$ cat src/rtl/sram_arb_pkg.sv
// Shared constants and types for the user-SRAM port arbiter.
// Owner ids are sized for the largest supported requester count.
package sram_arb_pkg;

   localparam int SRAM_ADDR_WD_DEF = 9;
   localparam int SRAM_DATA_WD_DEF = 32;
   localparam int SRAM_MASK_WD_DEF = SRAM_DATA_WD_DEF / 8;
   localparam int NREQ_MAX         = 4;
   localparam int REQ_ID_WD        = $clog2(NREQ_MAX);

   typedef logic [REQ_ID_WD-1:0] req_id_t;

   typedef struct packed {
      logic    vld;
      req_id_t id;
   } owner_t;

   function automatic logic [NREQ_MAX-1:0] id_to_onehot(input req_id_t id);
      logic [NREQ_MAX-1:0] oh;
      oh     = '0;
      oh[id] = 1'b1;
      return oh;
   endfunction

endpackage

$ cat src/rtl/sram_port_arbiter_rr_arbiter.sv
// Round-robin arbiter: the winner is the first requester at or after the pointer.
// The candidate is exposed independently of the enable so the parent can veto a grant.
module rr_arbiter
   import sram_arb_pkg::*;
#(
   parameter int N = 2
) (
   input  logic         clk,
   input  logic         rst_n,
   input  logic [N-1:0] req,
   input  logic         en,
   output logic         cand_vld,
   output req_id_t      cand_id,
   output logic [N-1:0] gnt
);

   req_id_t      ptr_r;
   logic [N-1:0] oh_s;

   // Scan from the pointer downwards so the nearest requester overrides farther ones.
   always_comb begin
      oh_s    = '0;
      cand_id = '0;
      for (int i = N - 1; i >= 0; i--) begin
         oh_s    = req[(int'(ptr_r) + i) % N] ? (N'(1'b1) << ((int'(ptr_r) + i) % N)) : oh_s;
         cand_id = req[(int'(ptr_r) + i) % N] ? req_id_t'((int'(ptr_r) + i) % N) : cand_id;
      end
   end

   assign cand_vld = |oh_s;
   assign gnt      = en ? oh_s : '0;

   // Pointer moves past the winner only when a grant is actually issued.
   always_ff @(posedge clk or negedge rst_n) begin
      if (!rst_n) begin
         ptr_r <= '0;
      end else if (|gnt) begin
         ptr_r <= (cand_id == req_id_t'(N - 1)) ? '0 : cand_id + req_id_t'(1);
      end else begin
         ptr_r <= ptr_r;
      end
   end

endmodule

$ cat src/rtl/sram_port_arbiter.sv
// Shares a read-only port A and write-only port B of the user SRAM among NREQ requesters,
// with registered pin drive and a fixed-latency, owner-tagged read return.
module sram_port_arbiter
   import sram_arb_pkg::*;
#(
   parameter int NREQ         = 2,
   parameter int SRAM_ADDR_WD = SRAM_ADDR_WD_DEF,
   parameter int SRAM_DATA_WD = SRAM_DATA_WD_DEF,
   parameter int READ_LAT     = 1
) (
   input  logic                             wb_clk_i,
   input  logic                             wb_rst_ni,
   input  logic                             arb_en_i,
   input  logic [NREQ-1:0]                  rd_req_i,
   input  logic [NREQ*SRAM_ADDR_WD-1:0]     rd_addr_i,
   output logic [NREQ-1:0]                  rd_gnt_o,
   output logic [NREQ-1:0]                  rd_valid_o,
   output logic [SRAM_DATA_WD-1:0]          rd_data_o,
   input  logic [NREQ-1:0]                  wr_req_i,
   input  logic [NREQ*SRAM_ADDR_WD-1:0]     wr_addr_i,
   input  logic [NREQ*SRAM_DATA_WD-1:0]     wr_data_i,
   input  logic [NREQ*SRAM_DATA_WD/8-1:0]   wr_mask_i,
   output logic [NREQ-1:0]                  wr_gnt_o,
   output logic                             busy_o,
   output logic                             sram_csb_a,
   output logic [SRAM_ADDR_WD-1:0]          sram_addr_a,
   input  logic [SRAM_DATA_WD-1:0]          sram_dout_a,
   output logic                             sram_csb_b,
   output logic                             sram_web_b,
   output logic [SRAM_DATA_WD/8-1:0]        sram_mask_b,
   output logic [SRAM_ADDR_WD-1:0]          sram_addr_b,
   output logic [SRAM_DATA_WD-1:0]          sram_din_b
);

   localparam int MASK_WD    = SRAM_DATA_WD / 8;
   localparam int PIPE_DEPTH = READ_LAT + 1;

   logic                    arb_ok_s;
   logic                    hazard_s;
   logic                    rd_en_s;
   logic                    rd_cand_vld_s;
   logic                    wr_cand_vld_s;
   req_id_t                 rd_cand_id_s;
   req_id_t                 wr_cand_id_s;
   logic [NREQ-1:0]         rd_gnt_s;
   logic [NREQ-1:0]         wr_gnt_s;
   logic [SRAM_ADDR_WD-1:0] rd_win_addr_s;
   logic [SRAM_ADDR_WD-1:0] wr_win_addr_s;
   logic [SRAM_DATA_WD-1:0] wr_win_data_s;
   logic [MASK_WD-1:0]      wr_win_mask_s;
   owner_t                  owner_pipe_r [PIPE_DEPTH];
   owner_t                  ret_owner_s;
   logic [NREQ_MAX-1:0]     ret_oh_s;
   logic [NREQ-1:0]         rd_valid_r;
   logic [SRAM_DATA_WD-1:0] rd_data_r;
   logic                    busy_s;

   assign arb_ok_s = arb_en_i & wb_rst_ni;

   assign rd_win_addr_s = rd_addr_i[rd_cand_id_s*SRAM_ADDR_WD +: SRAM_ADDR_WD];
   assign wr_win_addr_s = wr_addr_i[wr_cand_id_s*SRAM_ADDR_WD +: SRAM_ADDR_WD];
   assign wr_win_data_s = wr_data_i[wr_cand_id_s*SRAM_DATA_WD +: SRAM_DATA_WD];
   assign wr_win_mask_s = wr_mask_i[wr_cand_id_s*MASK_WD +: MASK_WD];

   // A read colliding with this cycle's write waits one cycle so it returns the new data.
   assign hazard_s = rd_cand_vld_s & wr_cand_vld_s & (rd_win_addr_s == wr_win_addr_s);
   assign rd_en_s  = arb_ok_s & ~hazard_s;

   rr_arbiter #(.N(NREQ)) u_rd_arb (
      .clk      (wb_clk_i),
      .rst_n    (wb_rst_ni),
      .req      (rd_req_i),
      .en       (rd_en_s),
      .cand_vld (rd_cand_vld_s),
      .cand_id  (rd_cand_id_s),
      .gnt      (rd_gnt_s)
   );

   rr_arbiter #(.N(NREQ)) u_wr_arb (
      .clk      (wb_clk_i),
      .rst_n    (wb_rst_ni),
      .req      (wr_req_i),
      .en       (arb_ok_s),
      .cand_vld (wr_cand_vld_s),
      .cand_id  (wr_cand_id_s),
      .gnt      (wr_gnt_s)
   );

   assign rd_gnt_o = rd_gnt_s;
   assign wr_gnt_o = wr_gnt_s;

   // Port B pins carry the winning write for exactly one cycle.
   always_ff @(posedge wb_clk_i or negedge wb_rst_ni) begin
      if (!wb_rst_ni) begin
         sram_csb_b  <= 1'b1;
         sram_web_b  <= 1'b1;
         sram_addr_b <= '0;
         sram_din_b  <= '0;
         sram_mask_b <= '0;
      end else if (|wr_gnt_s) begin
         sram_csb_b  <= 1'b0;
         sram_web_b  <= 1'b0;
         sram_addr_b <= wr_win_addr_s;
         sram_din_b  <= wr_win_data_s;
         sram_mask_b <= wr_win_mask_s;
      end else begin
         sram_csb_b  <= 1'b1;
         sram_web_b  <= 1'b1;
      end
   end

   // Port A pins carry the winning read address for exactly one cycle.
   always_ff @(posedge wb_clk_i or negedge wb_rst_ni) begin
      if (!wb_rst_ni) begin
         sram_csb_a  <= 1'b1;
         sram_addr_a <= '0;
      end else if (|rd_gnt_s) begin
         sram_csb_a  <= 1'b0;
         sram_addr_a <= rd_win_addr_s;
      end else begin
         sram_csb_a  <= 1'b1;
      end
   end

   // Owner tags travel alongside the SRAM access until its data is due.
   always_ff @(posedge wb_clk_i or negedge wb_rst_ni) begin
      if (!wb_rst_ni) begin
         for (int i = 0; i < PIPE_DEPTH; i++) begin
            owner_pipe_r[i] <= '0;
         end
      end else begin
         owner_pipe_r[0].vld <= |rd_gnt_s;
         owner_pipe_r[0].id  <= rd_cand_id_s;
         for (int i = 1; i < PIPE_DEPTH; i++) begin
            owner_pipe_r[i] <= owner_pipe_r[i-1];
         end
      end
   end

   assign ret_owner_s = owner_pipe_r[PIPE_DEPTH-1];
   assign ret_oh_s    = id_to_onehot(ret_owner_s.id);

   // Capture SRAM data for the owner at the tail of the pipe; data holds between returns.
   always_ff @(posedge wb_clk_i or negedge wb_rst_ni) begin
      if (!wb_rst_ni) begin
         rd_valid_r <= '0;
         rd_data_r  <= '0;
      end else if (ret_owner_s.vld) begin
         rd_valid_r <= ret_oh_s[NREQ-1:0];
         rd_data_r  <= sram_dout_a;
      end else begin
         rd_valid_r <= '0;
      end
   end

   assign rd_valid_o = rd_valid_r;
   assign rd_data_o  = rd_data_r;

   // Busy while any read tag is still travelling.
   always_comb begin
      busy_s = 1'b0;
      for (int i = 0; i < PIPE_DEPTH; i++) begin
         busy_s = busy_s | owner_pipe_r[i].vld;
      end
   end

   assign busy_o = busy_s;

endmodule

$ cat config.mk
export PLATFORM = sky130hd
export DESIGN_NAME = sram_port_arbiter
export DESIGN_NICKNAME = d
export VERILOG_FILES = /design/src/rtl/sram_arb_pkg.sv /design/src/rtl/sram_port_arbiter_rr_arbiter.sv /design/src/rtl/sram_port_arbiter.sv
export SDC_FILE = /design/constraint.sdc
export NUM_CORES = 1
export LEC_CHECK = 0
export CAP_MARGIN = 20
export CORE_UTILIZATION = 40
export CTS_BUF_LIST = sky130_fd_sc_hd__clkbuf_2 sky130_fd_sc_hd__clkbuf_4 sky130_fd_sc_hd__clkbuf_8
export CTS_CLUSTER_SIZE = 8
export DETAILED_ROUTE_END_ITERATION = 6
export GPL_ROUTABILITY_DRIVEN = 0
export PLACE_DENSITY = 0.87
export REMOVE_ABC_BUFFERS = 1
export SLEW_MARGIN = 30
export SYNTH_ARGS = -nofsm -noshare
export SYNTH_HDL_FRONTEND = slang
export SYNTH_HIERARCHICAL = 1
export SYNTH_SLANG_ARGS = --single-unit
$ cat constraint.sdc
create_clock -name wb_clk_i -period 5.2 [get_ports wb_clk_i]
set_clock_uncertainty 0.1 [all_clocks]
set_input_delay 1.56 -clock wb_clk_i [delete_from_list [all_inputs] [get_ports wb_clk_i]]
set_output_delay 1.56 -clock wb_clk_i [all_outputs]
set_load 0.005 [all_outputs]
======== Word-level counts from Yosys, hierarchy flattened ========
Index checks and enable logic that the tools add are counted.
word-level totals
  output and inout port bits .............. 96
  bits in registers ....................... 98
cells by class
  order comparisons ....................... 6
  eq/ne operators ......................... 3
  add/sub/neg operators ................... 4
  reduce and logical (&&, ||, !) cells .... 5
  shifts and indexed selects .............. 8
  muxes and demuxes ....................... 27
  bitwise logic cells ..................... 8
  multiply operators ...................... 2
operator list
  kind                                                                                  number
  64-bit by 8-bit variable part select with 32-bit output                               1
  1-bit by 32-bit << shifter with 2-bit output (first input constant)                   2
  18-bit by 7-bit variable part select with 9-bit output                                2
  2-bit 2-to-1 mux                                                                      11
  1-bit 2-to-1 mux                                                                      15
  2-bit by 4-bit multiplier with 6-bit output (second input constant)                   2
  9-bit == test                                                                         1
  2-bit by 3-bit < comparator with 1-bit output (second input constant)                 3
  2-bit OR reduction                                                                    4
  8-bit by 5-bit variable part select with 4-bit output                                 1
  1-bit adder (second input constant)                                                   4
  1-bit AND                                                                             4
  2-bit by 1-bit == test with 1-bit output (second input constant)                      2
  1-bit by 2-bit < comparator with 1-bit output (second input constant)                 2
  1-bit by 1-bit << shifter with 2-bit output (first input constant)                    2
  1-bit AND (first input constant)                                                      2
  1-bit demux with 2-bit select                                                         1
  2-bit by 1-bit greater-or-equal comparator with 1-bit output (second input constant)  1
  1-bit logical AND                                                                     1
  1-bit inverter                                                                        1
  1-bit bitwise OR                                                                      1

======== Depth between registers and ports, before layout ========
Gate-level depths: netlist (run 1).
  depth after elaboration ................. 16
  depth in mapped cells ................... 15
  gate-level depth less buffers ........... 12

======== Cells and area by module ========
Netlist (run 1), hierarchy kept.
modules (own cells, without submodules)
  module             area an instance (um^2)  cells an instance  instances
  sram_port_arbiter  4222.8                   358                1
  rr_arbiter         81.3                     11                 2

======== Worst setup path after synthesis (run 1) ========
OpenSTA, ideal clock, no wires.
  kind .................................... in2out
  from .................................... input port rd_req_i[0]
  to ...................................... output port rd_gnt_o[0]
  path slack .............................. 354 ps
  stages .................................. 10
  arrival time ............................ 3186 ps
  path buffers ............................ 1
  path through ............................ nand2b_1 -> and2_1 -> buf_6 -> mux2i_2 -> nand4bb_1 -> nor2_1 -> o32a_1 -> a41oi_2 -> nand2_1 -> a21oi_1
between the ends
  cells in the longest elaborated chain, start to end .. 12
  elaborated cells between the ends (all ways) .. 18
  those cells by class .................... 1 x mul; 1 x eq/ne; 1 x shift; 10 x mux; 4 x bitwise; 1 x reduce/logical
RTL lines
  what                                                        line                                source
  from (decl)                                                 sram_port_arbiter.sv:14             input logic [NREQ-1:0] rd_req_i,
  1-bit 2-to-1 mux (implied by the code) (3 in a row)         sram_port_arbiter_rr_arbiter.sv:26  cand_id = req[(int'(ptr_r) + i) % N] ? req_id_t'((int'(ptr_r) + i) % N) : cand_id;
  2-bit 2-to-1 mux                                            sram_port_arbiter_rr_arbiter.sv:26
  2-bit 2-to-1 mux (*)                                        sram_port_arbiter_rr_arbiter.sv:26
  via rd_cand_id_s[0]                                         sram_port_arbiter.sv:43             req_id_t rd_cand_id_s;
  2-bit by 4-bit multiplier with 6-bit output (*)             sram_port_arbiter.sv:60             assign rd_win_addr_s = rd_addr_i[rd_cand_id_s*SRAM_ADDR_WD +: SRAM_ADDR_WD];
  18-bit by 7-bit variable part select with 9-bit output (*)  sram_port_arbiter.sv:60
  9-bit == test (*)                                           sram_port_arbiter.sv:66             assign hazard_s = rd_cand_vld_s & wr_cand_vld_s & (rd_win_addr_s == wr_win_addr_s);
  1-bit AND (*)                                               sram_port_arbiter.sv:66
  1-bit inverter (*)                                          sram_port_arbiter.sv:67             assign rd_en_s = arb_ok_s & ~hazard_s;
  1-bit AND (*)                                               sram_port_arbiter.sv:67
  via rd_en_s                                                 sram_port_arbiter.sv:40             logic rd_en_s;
  2-bit 2-to-1 mux (*)                                        sram_port_arbiter_rr_arbiter.sv:31  assign gnt = en ? oh_s : '0;
  to (decl)                                                   sram_port_arbiter.sv:16             output logic [NREQ-1:0] rd_gnt_o,
Mark *: on every way through the listed nets, which the timed path passes. The rest lies on a longest branch. The select of a mux whose other input is x is not followed.

======== Worst setup path in the final report (run 1) ========
  from .................................... input port wr_req_i[0]
  to ...................................... output port rd_gnt_o[0]
between the ends
  cells in the longest elaborated chain, start to end .. 12
  elaborated cells between the ends (all ways) .. 18
  those cells by class .................... 1 x mul; 1 x eq/ne; 1 x shift; 10 x mux; 4 x bitwise; 1 x reduce/logical
RTL lines
  what                                                        line                                source
  from (decl)                                                 sram_port_arbiter.sv:19             input logic [NREQ-1:0] wr_req_i,
  1-bit 2-to-1 mux (implied by the code) (3 in a row)         sram_port_arbiter_rr_arbiter.sv:26
  2-bit 2-to-1 mux                                            sram_port_arbiter_rr_arbiter.sv:26
  2-bit 2-to-1 mux (*)                                        sram_port_arbiter_rr_arbiter.sv:26
  via wr_cand_id_s[0]                                         sram_port_arbiter.sv:44             req_id_t wr_cand_id_s;
  2-bit by 4-bit multiplier with 6-bit output (*)             sram_port_arbiter.sv:61             assign wr_win_addr_s = wr_addr_i[wr_cand_id_s*SRAM_ADDR_WD +: SRAM_ADDR_WD];
  18-bit by 7-bit variable part select with 9-bit output (*)  sram_port_arbiter.sv:61
  9-bit == test (*)                                           sram_port_arbiter.sv:66
  1-bit AND (*)                                               sram_port_arbiter.sv:66
  1-bit inverter (*)                                          sram_port_arbiter.sv:67
  1-bit AND (*)                                               sram_port_arbiter.sv:67
  via rd_en_s                                                 sram_port_arbiter.sv:40
  2-bit 2-to-1 mux (*)                                        sram_port_arbiter_rr_arbiter.sv:31
Marked as above.

==> out/summary.txt, run 1 <==
Outcome -> complete, no violations
Fill cells -> 722
First-pass GRT wire length -> 21,000 um
Critical path peak fanout -> 7
RSZ-0062 raised after global routing -> true
CTS Buf Count -> 9
Register area share after synthesis -> 0.560
CTS tree -> done
Fin nets -> 789
Synth Cell Area -> 4390 sq um
Crit-path cells -> buf_8 > nand2b_4 > and2_4 > mux2i_1 > nand2b_1 > a2bb2oi_1 > o22ai_1 > a41oi_2 > buf_4 > nand2_2 > a21oi_2 > buf_2
Layout area overhead -> 72.0%
Leading area contributor after synthesis -> dfrtp_1
Total grt overflow -> 0
Most common flop cell mapped by yosys -> dfrtp_1
Leak -> 3.21 nW
RR Startpoint -> u_rd_arb/ptr_r[0]
CTS HTree Levels -> 3
Slowest cell on crit path -> mux2i_1
Setup Viol. Count Final -> 0
EDFF count, synth -> 0
DRT antenna net count -> 0
Most frequent cell after synthesis -> dfrtp_1
Async S/R FF share, synth -> 1.00
Clock latency on the worst-skew pair -> 0.36 ns
Worst-case clock buffer depth -> 2
Final worst path period share -> 0.999
Core box area -> 10,500 sq um
Register bit total from synthesis -> 98
Tmin final -> 5.19 ns
Clock sinks -> 98
Met3 Routed Length -> 1240 um
Actual slew at the worst max-slew pin -> 0.703 ns
Post-route cell area -> 7540 sq um
Row cnt -> 37
Final HPWL DP -> 10,200 um
Initial antenna violation count -> 1
Crit path launch -> wr_req_i[0]
Power, Total -> 2.34 mW
Met1 WL -> 5200 um
Pins Over Slew Limit -> 0
Pin count of the biggest net entering global routing -> 60
Clock Root Buffer -> clkbuf_8
Crit path DAT -> 3.53 ns
Hold Violations, Final -> 0
Relative slew slack -> 0.531
Die area -> 11,400 sq um
Ys Warns -> 6
Avg Vias per Cell -> 5.01
Pre-antenna DRT Iters -> 4
Hold path startpoint -> owner_pipe_r[3]
Worst setup EP type -> output pin
Die W -> 107 um
Initial core utilization -> 0.419
Area contributors post-synth -> dfrtp_1, mux2i_1, mux2_2
Pre-CTS WS -> -0.843 ns
PortBufs -> 242
WL final -> 13,700 um
Flop2flop setup slack -> 1.45 ns
Mapped Cells -> 380
Top Metal Used -> met4
Global Route Usage Sum -> 0.241
I/O Pins -> 243
Height of the die -> 107 um
Top-area cell type share of the netlist area -> 0.548
Clock Pin Slew Worst Setup and Hold Paths -> 0.11 ns
Routed WL per cell -> 17.5 um
Max_cap viols -> 0
DRT iter0 DRCs -> 160
Synthesized area per cell -> 11.5 sq um
FMAX -> 0.193 GHz
Netlist cell types -> 36
Hold bufs inserted after CTS -> 0
Residual DRC -> 0
Worst setup margin -> 0.00693 ns
WP data required -> 3.54 ns
Max IR drop VDD -> 0.169 mV
Met2 WL -> 6820 um
Worst setup path category -> in2out
Layout cells sized above 1 -> 0.198
Via count -> 3,930
Worst Setup Start Kind -> primary input
Pwr dens -> 310 nW/um^2
Number of global-route vias before repair -> 4,180
Max stage delay on crit path -> 0.44 ns
Worst Hold Class -> reg2reg
Synth cell count leaders -> dfrtp_1, nand2_1, o21ai_0, mux2i_1, mux2_2
Post-Place Cell Area -> 7000 sq um
==> final cells by class <==
type | count | area, sq um | area share
repair buffers | 277 | 2700 | 0.358
flip-flops and latches | 98 | 2450 | 0.325
multi-input cells | 254 | 2000 | 0.266
well taps | 136 | 170 | 0.0226
clock buffers | 9 | 124 | 0.0164
clock inverters | 7 | 82.6 | 0.0109
inverters | 2 | 7.51 | 0.000995
diodes | 1 | 2.50 | 0.000332
==> worst max-delay path, delay by kind of cell <==
family	cells	cell delay (ns)
AOI/OAI and AO/OA	4	0.62
and+or+nand+nor	4	0.52
muxes	1	0.44
buffers and inverters	3	0.38
==> layer usage <==
metal | GRT usage | vias up
met3 | 0.0626 | 36
met1 | 0.276 | 1849
met2 | 0.417 | 204
met5 | 0 | -
li1 | - | 1841
met4 | 0.120 | 0
==> state kept, by name, summed over array words and instances (netlist names) <==
signal and count:
rd_data_o 32, sram_din_b 32, sram_addr_a 9, sram_addr_b 9
owner_pipe_r 6, sram_mask_b 4, rd_valid_o 2, sram_csb_a 1
sram_web_b 1, u_rd_arb/ptr_r 1, u_wr_arb/ptr_r 1
==> layout by cell type (no fill, tap or decap), types with 2 or more instances in the layout <==
cell type,Yosys,final
clkdlybuf4s50_1,0,235
dfrtp_1,96,96
nand2_1,55,54
o21ai_0,52,52
mux2i_1,50,41
mux2_2,34,34
buf_4,3,32
mux2i_4,1,11
a21oi_1,13,10
clkbuf_8,0,9
nor2_1,9,8
or2_2,5,5
xnor2_1,4,4
inv_6,0,4
buf_6,3,4
a21oi_2,0,3
buf_8,0,3
inv_1,2,2
and3_1,3,2
mux2i_2,3,2
nand2b_1,4,2
clkinv_4,0,2
buf_2,4,2
dfstp_2,2,2
nand2b_4,0,2
and2_4,0,2
a31oi_1,2,2
conb_1,2,2
==> where the power goes <==
group | internal [mW] | switching (mW) | leakage (nW) | total, mW
Combinational | 0.533 | 0.289 | 1.88 | 0.822
Clock | 0.231 | 0.281 | 0.105 | 0.513
Sequential | 0.919 | 0.0872 | 1.23 | 1.01
Total | 1.68 | 0.658 | 3.21 | 2.34
==> kinds of logic after synthesis <==
| kind of cell | count (synthesis) | synth area share |
|---|---|---|
| flip-flops | 98 | 0.560 |
| other | 2 | 0.00171 |
| multiplexers | 88 | 0.216 |
| AO/OA/AOI/OAI | 73 | 0.0899 |
| XOR/XNOR | 5 | 0.00999 |
| buffers and inverters | 28 | 0.0328 |
| AND/OR/NAND/NOR | 86 | 0.0899 |
==> worst paths after layout <==
check / to / cells after the start
max in group asynchronous: sram_addr_b[2] / 3
hold reg to reg: owner_pipe_r[0] / 0
setup / recovery: rd_gnt_o[0] / 12
setup reg to reg: sram_addr_a[6] / 21
hold / removal: owner_pipe_r[0] / 0
min in group asynchronous: u_rd_arb/ptr_r[0] / 2
==> metrics by stage <==
step / std cells / utilization / setup TNS (ns) / hold slack, ns
floorplan: 354 / - / -4.58 / 0.231
global placement: 752 / 0.669 / -1.39 / 0.232
detailed placement: 752 / 0.669 / -1.65 / 0.241
CTS: 778 / 0.703 / 0 / 0.267
global route: 784 / 0.721 / -0.0723 / 0.267
finish: 784 / 0.721 / 0 / 0.258
==> what timing repair did <==
item	4_1_cts	5_1_grt
setup buffers	10	5
gates cloned	0	0
pin swaps	8	13
resized for setup	41	28
setup endpoints to repair	2	2
hold endpoints to repair	0	0
Power figures use the tool's default switching activity.
==> run 2, diff against run 1 <==
--- a/config.mk
+++ b/config.mk
@@ -6,9 +6,11 @@
 export NUM_CORES = 1
 export LEC_CHECK = 0
 export CAP_MARGIN = 20
+export CORE_MARGIN = 2
 export CORE_UTILIZATION = 40
 export CTS_BUF_LIST = sky130_fd_sc_hd__clkbuf_2 sky130_fd_sc_hd__clkbuf_4 sky130_fd_sc_hd__clkbuf_8
-export CTS_CLUSTER_SIZE = 8
+export CTS_CLUSTER_DIAMETER = 150
+export CTS_CLUSTER_SIZE = 28
 export DETAILED_ROUTE_END_ITERATION = 6
 export GPL_ROUTABILITY_DRIVEN = 0
 export PLACE_DENSITY = 0.87
==> run 2 against run 1 <==
  * Global-route usage shrank 1.2 points
  * Clock-buffer cell count is the same
  * Critical path depth unchanged
  * Worst hold slack lost 0.0073 ns
  * Setup slack improved by 0.091 ns
  * Largest power group unchanged
  * Utilization shrank 2.6 points
  * Non-clock buffer count increased by 6
  * Highest routed layer unchanged
  * Die area rose by 3.8%
==> out/summary.txt, run 2 (synthesis results as in run 1) <==
Worst setup path category -> in2out
Clock sinks -> 98 (unchanged)
Inst Count DP -> 759 (+0.93%)
Core box area -> 10,700 sq um (+2.7%)
Layout cells sized above 1 -> 0.193 (-0.00488)
CTS tree -> done
Actual slew at the worst max-slew pin -> 0.717 ns (+0.0136 ns)
WP data required -> 3.54 ns (about the same)
Pins Over Slew Limit -> 0 (unchanged)
Hold Violations, Final -> 0 (unchanged)
Die W -> 109 um (+1.9%)
Post-route cell area -> 7470 sq um (-0.96%)
CTS HTree Levels -> 3 (unchanged)
Switch Pwr -> 0.648 mW (-1.5%)
First-pass GRT wire length -> 20,700 um (-1.3%)
Worst setup EP type -> output pin
Row cnt -> 38 (+2.7%)
Max_cap viols -> 0 (unchanged)
Initial antenna violation count -> 0 (-1)
Commonest cells after routing, fill and taps aside -> clkdlybuf4s50_1, dfrtp_1, nand2_1, o21ai_0, mux2i_1
Tmin final -> 5.10 ns (-0.0911 ns)
Leak -> 3.22 nW (+0.20%)
Met3 usage -> 0.0574 (-0.00523)
Crit path launch -> wr_req_i[0]
Setup TNS -> 0 ns (unchanged)
Hold Slack -> 0.251 ns (-0.00735 ns)
WL final -> 13,900 um (+1.0%)
Commonest non-fill, non-tap cell in the layout -> clkdlybuf4s50_1
Int Pwr -> 1.68 mW (-0.33%)
Flop pwr share -> 0.433 (+0.003)
Inserted Diodes -> 0 (-1)
Max IR drop VDD -> 0.178 mV (+5.5%)
Global Route Usage Sum -> 0.230 (-0.0117)
Outcome -> complete, no violations
RSZ-0062 raised after global routing -> true
Layout area overhead -> 70.3%
Final core occ -> 0.695 (-0.0257)
Critical path destination -> rd_gnt_o[0]
Routed WL per cell -> 17.5 um (-0.15%)
Pwr dens -> 311 nW/um^2 (+0.32%)
Comb power frac -> 0.353 (+0.002)
Relative slew slack -> 0.522 (-0.00907)
Number of global-route vias before repair -> 4,121 (-1.4%)
Fin nets -> 795 (+0.76%)
Pin count of the biggest net entering global routing -> 55 (-8.3%)
Pre-antenna DRT Iters -> 4 (unchanged)
RR Startpoint -> u_rd_arb/ptr_r[0]
Worst Hold Class -> reg2reg
CTS Buf Count -> 9 (unchanged)
Via count -> 3,923 (-0.18%)
Hold bufs inserted after CTS -> 0 (unchanged)
Final HPWL DP -> 10,600 um (+3.7%)
Die area -> 11,800 sq um (+3.8%)
Pre-CTS WS -> -0.855 ns (-0.0117 ns)
GR Util met2 -> 0.422 (+0.00527)
Post-Place Cell Area -> 7030 sq um (+0.39%)
Flop2flop setup slack -> 2.08 ns (+0.63 ns)
Fill cells -> 818 (+13%)
Worst R2R End -> sram_addr_a[2]
Worst reg2reg path depth -> 18 (-14%)
FMAX -> 0.196 GHz (+1.8%)
Residual DRC -> 0 (unchanged)
Final cell count without fillers -> 793 (+1.1%)
Total grt overflow -> 0 (unchanged)
Avg Vias per Cell -> 4.95 (-1.3%)
Height of the die -> 109 um (+1.9%)
Clock latency on the worst-skew pair -> 0.35 ns (about the same)
Clock Power Share -> 0.215 (-0.004)
Clock Root Buffer -> clkbuf_8
Met1 Use GR -> 0.262 (-0.0142)
Worst setup margin -> 0.0981 ns (+0.0911 ns)
Clock Pin Slew Worst Setup and Hold Paths -> 0.10 ns (about the same)
I/O Pins -> 243 (unchanged)
Worst-case clock buffer depth -> 2 (unchanged)
PortBufs -> 242 (unchanged)
FF/Latch Area -> 2450 sq um (unchanged)
DRT iter0 DRCs -> 94 (-41%)
DRT antenna net count -> 0 (unchanged)
Critical path peak fanout -> 6 (-1)
Crit path DAT -> 3.44 ns (-0.09 ns)
Worst Setup Start Kind -> primary input
Sw Share -> 0.279 (-0.00232)
Power, Total -> 2.33 mW (-0.65%)
Final worst path period share -> 0.981 (-0.0175)
Area of the multi-input gates -> 1910 sq um (-4.7%)
Initial core utilization -> 0.408 (-0.0110)
Setup Viol. Count Final -> 0 (unchanged)
Global route hottest layer -> met2
run 2: cell count changes in the layout (fill, tap and decap cells not counted), moves of 3 or more:
| cell | change |
|---|---|
| buf_4 | +8 |
| clkdlybuf4s50_1 | -4 |
| mux2i_1 | +4 |
| mux2i_4 | -4 |
| clkinvlp_4 | +3 |
run 2: power groups by stage:
stage	clock [mW]	sequential [mW]	combinational, mW
CTS	0.508	1.01	0.815
detailed placement	0	1.02	0.780
finish	0.499	1.01	0.820
global route	0.541	1.02	0.885
floorplan	0	1.03	0.232
global placement	0	1.01	0.758
run 2: timing repair:
action,in CTS,in global routing
pin swaps,7,6
endpoints found under the setup margin,2,2
buffers inserted,16,2
resized for setup,40,13
run 2: per-layer routing:
metal	wire (um)	vias to the layer above
met3	1050	21
li1	-	1845
met2	7210	170
met5	0	-
met4	249	0
met1	5360	1887
run 2: critical path, stage by stage:
cell,delay [ns]
buf_8,0.10
nand2b_4,0.05
and2_4,0.21
mux2i_4,0.28
xor2_1,0.17
nor4_1,0.06
o32a_1,0.32
a41oi_2,0.23
buf_4,0.16
nand2_2,0.04
a21oi_2,0.11
buf_2,0.13
run 2: how the worst min path moves through the flow:
stage                     from              end  slack, ns  cells after the start
3_3_place_gp   owner_pipe_r[4]  owner_pipe_r[1]       0.23                      0
5_1_grt        owner_pipe_r[4]  owner_pipe_r[1]       0.26                      0
6_report       owner_pipe_r[3]  owner_pipe_r[0]       0.25                      0
2_1_floorplan  owner_pipe_r[3]  owner_pipe_r[0]       0.23                      0
4_1_cts        owner_pipe_r[4]  owner_pipe_r[1]       0.25                      0
3_5_place_dp   owner_pipe_r[3]  owner_pipe_r[0]       0.24                      0
run 2: cell type report:
type                            instances  area share
Multi-Input combinational cell        254       0.256
Inverter                                2     0.00101
Clock buffer                            9      0.0166
Timing Repair Buffer                  283       0.365
Clock inverter                          7      0.0101
Tap cell                              140      0.0235
Sequential cell                        98       0.329
